--- src/rtl/rf_pkg.sv ---
// Shared register-file constants and the writeback source selector used by
// both the writeback stage and the EX forwarding unit.
package rf_pkg;

   localparam int REG_IDX_W = 5;
   localparam int NUM_REGS  = 32;
   localparam int DATA_W    = 32;

   localparam logic [REG_IDX_W-1:0] REG_ZERO = 5'd0;

   typedef enum logic [1:0] {
      WB_SRC_ALU  = 2'd0,
      WB_SRC_MEM  = 2'd1,
      WB_SRC_LINK = 2'd2
   } wb_src_e;

   // A call's link address outranks load data, which outranks the ALU result.
   function automatic wb_src_e wb_src_of(input logic call, input logic mem_read);
      if (call)
         return WB_SRC_LINK;
      else if (mem_read)
         return WB_SRC_MEM;
      else
         return WB_SRC_ALU;
   endfunction

endpackage

--- src/rtl/wb_select.sv ---
// Writeback value mux: link address, load data or ALU result, in that priority.
module wb_select
   import rf_pkg::*;
#(
   parameter int W = rf_pkg::DATA_W
) (
   input  logic         call,
   input  logic         mem_read,
   input  logic [W-1:0] npc,
   input  logic [W-1:0] mem_data,
   input  logic [W-1:0] alu_result,
   output logic [W-1:0] wb_value
);

   // NOTE: assign a default before any branch so no path leaves the output
   // unassigned; otherwise synthesis infers a latch.
   always_comb begin
      wb_value = alu_result;
      unique case (wb_src_of(call, mem_read))
         WB_SRC_LINK: wb_value = npc;
         WB_SRC_MEM:  wb_value = mem_data;
         default:     wb_value = alu_result;
      endcase
   end

endmodule

--- src/rtl/writeback_register_file.sv ---
// MEM/WB consumer: commits the selected writeback value to a 32x32 register
// file, serves two bypassed read ports, and keeps a last-write record and counter.
module writeback_register_file
   import rf_pkg::REG_IDX_W;
   import rf_pkg::REG_ZERO;
#(
   parameter int DATA_W   = rf_pkg::DATA_W,
   parameter int NUM_REGS = rf_pkg::NUM_REGS
) (
   input  logic                 clk,
   input  logic                 reset,
   input  logic                 WB,
   input  logic                 MEM_Read,
   input  logic                 CALL,
   input  logic [DATA_W-1:0]    npc,
   input  logic [DATA_W-1:0]    MEM_Data,
   input  logic [DATA_W-1:0]    ALU_result,
   input  logic [REG_IDX_W-1:0] R_dest,
   input  logic [REG_IDX_W-1:0] rs1_addr,
   input  logic [REG_IDX_W-1:0] rs2_addr,
   output logic [DATA_W-1:0]    rs1_data,
   output logic [DATA_W-1:0]    rs2_data,
   output logic                 fwd_valid,
   output logic [REG_IDX_W-1:0] fwd_rd,
   output logic [DATA_W-1:0]    fwd_data,
   output logic [31:0]          wb_count
);

   logic [DATA_W-1:0] wb_value;
   logic              we;

   logic [DATA_W-1:0] regs [NUM_REGS];

   logic                 fwd_valid_q;
   logic [REG_IDX_W-1:0] fwd_rd_q;
   logic [DATA_W-1:0]    fwd_data_q;
   logic [31:0]          wb_count_q;

   wb_select #(
      .W(DATA_W)
   ) u_wb_select (
      .call       (CALL),
      .mem_read   (MEM_Read),
      .npc        (npc),
      .mem_data   (MEM_Data),
      .alu_result (ALU_result),
      .wb_value   (wb_value)
   );

   // R0 is hardwired to zero, so a write aimed at it is not a write at all.
   assign we = WB && (R_dest != REG_ZERO);

   // NOTE: the array is built from flops rather than RAM so it can be cleared
   // by the asynchronous reset; a RAM macro could not be reset this way.
   // NOTE: sequential state uses non-blocking assignments so every flop samples
   // pre-edge values regardless of statement order.
   always_ff @(posedge clk or posedge reset) begin
      if (reset) begin
         for (int i = 0; i < NUM_REGS; i++)
            regs[i] <= '0;
      end else if (we) begin
         regs[R_dest] <= wb_value;
      end
   end

   // Read ports: R0 reads zero; a same-cycle write to the addressed register
   // is visible immediately through the bypass.
   always_comb begin
      rs1_data = regs[rs1_addr];
      if (rs1_addr == REG_ZERO)
         rs1_data = '0;
      else if (we && (rs1_addr == R_dest))
         rs1_data = wb_value;
   end

   always_comb begin
      rs2_data = regs[rs2_addr];
      if (rs2_addr == REG_ZERO)
         rs2_data = '0;
      else if (we && (rs2_addr == R_dest))
         rs2_data = wb_value;
   end

   // One-entry record of the write committed on the most recent edge.
   always_ff @(posedge clk or posedge reset) begin
      if (reset) begin
         fwd_valid_q <= 1'b0;
         fwd_rd_q    <= REG_ZERO;
         fwd_data_q  <= '0;
      end else begin
         fwd_valid_q <= we;
         fwd_rd_q    <= we ? R_dest : REG_ZERO;
         fwd_data_q  <= we ? wb_value : '0;
      end
   end

   // Retired-write counter; wraps silently, and a held write counts every cycle.
   always_ff @(posedge clk or posedge reset) begin
      if (reset)
         wb_count_q <= '0;
      else if (we)
         wb_count_q <= wb_count_q + 32'd1;
   end

   assign fwd_valid = fwd_valid_q;
   assign fwd_rd    = fwd_rd_q;
   assign fwd_data  = fwd_data_q;
   assign wb_count  = wb_count_q;

endmodule

--- config.mk ---
export PLATFORM = sky130hd
export DESIGN_NAME = writeback_register_file
export DESIGN_NICKNAME = d
export VERILOG_FILES = /design/src/rtl/rf_pkg.sv /design/src/rtl/wb_select.sv /design/src/rtl/writeback_register_file.sv
export SDC_FILE = /design/constraint.sdc
export NUM_CORES = 2
export LEC_CHECK = 0
export ABC_AREA = 1
export CAP_MARGIN = 20
export CELL_PAD_IN_SITES_DETAIL_PLACEMENT = 1
export CELL_PAD_IN_SITES_GLOBAL_PLACEMENT = 1
export CORE_MARGIN = 8
export CORE_UTILIZATION = 49
export DETAILED_ROUTE_END_ITERATION = 12
export PLACE_DENSITY = 0.88
export REMOVE_ABC_BUFFERS = 1
export SLEW_MARGIN = 15
export SYNTH_ARGS = -nofsm -noshare
export SYNTH_HDL_FRONTEND = slang
export SYNTH_SLANG_ARGS = --single-unit
--- constraint.sdc ---
create_clock -name clk -period 102.5 [get_ports clk]
set_input_delay 15.375 -clock clk [delete_from_list [all_inputs] [get_ports clk]]
set_output_delay 15.375 -clock clk [all_outputs]
set_load 0.01 [all_outputs]
==> results.tsv <==
stage	metric	value	unit
power	share_of_power_burned_in_registers	42.1	%
grt	grt_start_max_net_pins	171	
cells_and_area	fillerInstances	15550	
cells_and_area	proportion_of_layout_cells_with_a_drive_suffix_above_1	5.392	%
critical_path	worst-setup-path-type	in2out	
synthesis	synth.distinct_cells	30	
synthesis	syn-mean-instance-area	7.244	um^2
die	die_area	136200	um^2
route	route.detailed.wl_per_inst	27.47	um
critical_path	worst_ep_arrival_time	19.96	ns
die	floorplan.core_area	123600	um^2
synthesis	synth_top_cells_by_area	sky130_fd_sc_hd__dfrtp_1 (45%), sky130_fd_sc_hd__nand2_1 (12%), sky130_fd_sc_hd__o21ai_0 (9.7%)	
die	placement_rows	129	
placed_design	number_of_placed_instances_with_taps_included	9667	
run_status	outcome	finished clean	
die	start_util	49.40	%
critical_path	crit_cells	12	
cells_and_area	fin_cells	9921	
run	max_cap_viol_count	0	
clock_network	cts_post_setup_buffers_inserted	0	
placed_design	place.port_buffers	249	
clock_network	cts_root_buffer	sky130_fd_sc_hd__clkbuf_16	
timing	worst_clock_skew	0.006291	ns
timing	relSlewSlack	13.84	%
critical_path	timing.critical_path.buf_inv	5	
synthesis	synth_edf_count	0	
synthesis	yosysTopAreaCell	sky130_fd_sc_hd__dfrtp_1	
synthesis	synth.yosys.seq_area_share	44.82	%
hold_path	holdCritStartpoint	regs[1003]	
timing	final.min_clock_period	35.34	ns
critical_path	crit_start	rs1_addr[0]	
timing	finalHoldViolations	0	
clock_network	tritoncts_num_sinks	1094	
grt	grt.busiest_layer	met2	
cells_and_area	commonest_cells_after_routing_fill_and_taps_aside	sky130_fd_sc_hd__nand2_1 (1929), sky130_fd_sc_hd__o21ai_0 (1184), sky130_fd_sc_hd__dfrtp_1 (1094)	
placed_design	gpl.final_weighted_congestion	0.8853	
clock_network	cts-htree-levels	4	
route	detailedRoute.firstPassIterationCount	8	
route	vias_per_cell	6.545	
route	postRouteAntennaNets	0	
critical_path	critical-path-top-cell-by-count	sky130_fd_sc_hd__nand3_1	
clock_network	post_cts_hold_buffer_count	0	
timing	whs	0.3760	ns
power	share_comb_of_total_power	23.2	%
clock_network	cts_buffers	131	
grt	met2_usage	59.97	%
timing	final.setup.tns	0	ns
timing	post-route-period-util	34.47	%
critical_path	crit-reg2reg-capture	wb_count[22]	
die	die_width	369.1	um
timing	timing.final.max_slew_violations	0	
critical_path	reg2reg_slack	100.10	ns
route	vias	64940	
critical_path	cp_required	87.12	ns
grt	globalRouteMet3Util	8.763	%
synthesis	yosysWarningCount	0	
synthesis	postSynthCellCount	8432	
power	power.share.switching	33.85	%
power	p_per_area	20.35	nW/um^2
synthesis	synth.ff_latch_count	1094	
route	drt-initial-drc-count	8019	
power	cellLeakagePower	30.25	nW
grt	first_pass_grt_wire_length	410600	um
hold_path	holdCritPathClass	reg2reg	
synthesis	ys_dominant_reg_cell	sky130_fd_sc_hd__dfrtp_1	
timing	worst-slew-pin-transition	1.292	ns
critical_path	cp_slowest_stage_delay	0.88	ns
power	vdd.ir_drop.worst	0.00001939	V
clock_network	clock_insertion_delay_worst_skew	0.76	ns
cells_and_area	mostFrequentLayoutCell	sky130_fd_sc_hd__nand2_1	
synthesis	mappedNetlistArea	61080	um^2
cells_and_area	area_growth_syn_to_layout	11.71	%
cells_and_area	post-route-util	55.19	%
clock_network	buffers_from_clock_root_to_sink_at_most	3	
power	pwr-share-clk	34.8	%
critical_path	timing.reg2reg.worst_path_depth	8	
critical_path	worst_setup_path_endpoint	rs1_data[9]	
cells_and_area	nNetsFinal	8285	
critical_path	cp_max_fo	170	
critical_path	cp_cell_sequence	buf_8, buf_12, buf_4, buf_4, or2_2, nand3_1, nand3_1, nand3_1, nand3_1, nand3_1, a21oi_1, clkdlybuf4s50_1	
synthesis	synthDominantCellAreaShare	44.82	%
critical_path	worstSetupStartpointType	primary input	
placed_design	detailed_place_hpwl	148400	um
critical_path	r2r_start	wb_count[0]	
timing	rsz_0062_raised_after_global_routing	false	
clock_network	post_cts_resized	0	
power	internal_portion_of_total_power	0.9186	mW
die	io-pin-count	250	
grt	overflow	0	
clock_network	tritoncts	yes	
clock_network	clk_pin_slew	0.06	ns
grt	antenna_found_initial	9	
critical_path	slowest_stage	sky130_fd_sc_hd__buf_4	
timing	number_of_endpoints_failing_setup_at_the_final_stage	0	
grt	vias_in_the_first_global_route	67130	
synthesis	postSynth.asyncResetShare	100.0	%
grt	grt_use_met1	48.67	%
route	route.detailed.drc	0	
timing	clock.fmax	28.30	MHz
grt	grtUsageTotal	38.81	%
critical_path	cp-end-kind	output pin	
die	die-height	369.1	um
route	postRouteWirelength	272500	um
power	net-switching-power	0.4701	mW
critical_path	critPathTopFamily	buffers and inverters	
## state kept, by name (all words and copies together) (netlist names)
signal and count:
wb_count 32, regs 1024, fwd_rd 5, fwd_data 32, fwd_valid 1
## synth_stat cells (all sizes together), types with 24 or more instances
library cell / count
o21ai: 1184
o211ai: 501
nand2: 1938
nor3: 25
nor2: 418
and3: 24
nand3: 951
clkbuf: 509
dfrtp: 1094
buf: 276
a21oi: 645
inv: 777
## routing by layer
| layer | vias up | part of all wire [%] |
|---|---|---|
| met3 | 1220 | 11 |
| li1 | 27380 | - |
| met5 | - | 0.013 |
| met4 | 2 | 7.3 |
| met2 | 4127 | 44 |
| met1 | 32210 | 37 |
## worst reg2reg max path, delay by kind of cell, from the launching register on
kind | cells | cell delay, ns
adder cells (fa/ha/maj) | 1 | 0.20
flip-flops | 1 | 0.41
AND/OR/NAND/NOR | 6 | 1.49
XOR/XNOR | 1 | 0.20
## how the worst min path moves through the flow
stage / to / slack (ns) / cells past startpoint
after floorplan: regs[1003] / 0.35 / 0
after global placement: regs[1003] / 0.37 / 0
after detailed placement: regs[1021] / 0.37 / 0
after CTS: regs[1021] / 0.38 / 0
after global routing: regs[1003] / 0.40 / 0
final: regs[1003] / 0.38 / 0
## layout make-up
cell class | instances | area (um^2) | area share [%]
Clock buffer | 190 | 3905 | 5.723
Clock inverter | 46 | 484.2 | 0.7097
Timing Repair Buffer | 388 | 3666 | 5.373
Sequential cell | 1094 | 27380 | 40.12
Multi-Input combinational cell | 5770 | 27740 | 40.65
Antenna cell | 13 | 32.53 | 0.04768
Tap cell | 1637 | 2048 | 3.002
Inverter | 783 | 2983 | 4.372
## through the flow
stage               power (mW)  area, um^2  setup WS [ns]
finish                   1.389       68230          67.16
global route             1.450       68200          67.01
global placement        0.8717       63680          67.43
CTS                      1.381       68090          67.38
floorplan               0.7723       57850          56.32
detailed placement      0.8957       63700          67.40
## power by group through the flow
stage	Clock [mW]	Combinational [mW]	Sequential [mW]
after floorplan	0	0.196	0.576
after global placement	0	0.292	0.580
after detailed placement	0	0.309	0.586
after CTS	0.484	0.316	0.581
after global routing	0.500	0.357	0.592
final	0.483	0.322	0.584
## cell families (layout without fill, tap and decap cells)
kind of cell / count (synthesis) / count (layout) / share of synthesized area, %
xor+xnor: 35 / 35 / 0.5019
other cells: 0 / 13 / 0
flops: 1094 / 1094 / 44.82
buf+inv: 1568 / 1407 / 10.10
simple gates: 3397 / 3397 / 23.33
compound gates: 2337 / 2337 / 21.23
fa+ha+maj: 1 / 1 / 0.02048
Note: power is estimated with default switching activity, not from simulation.
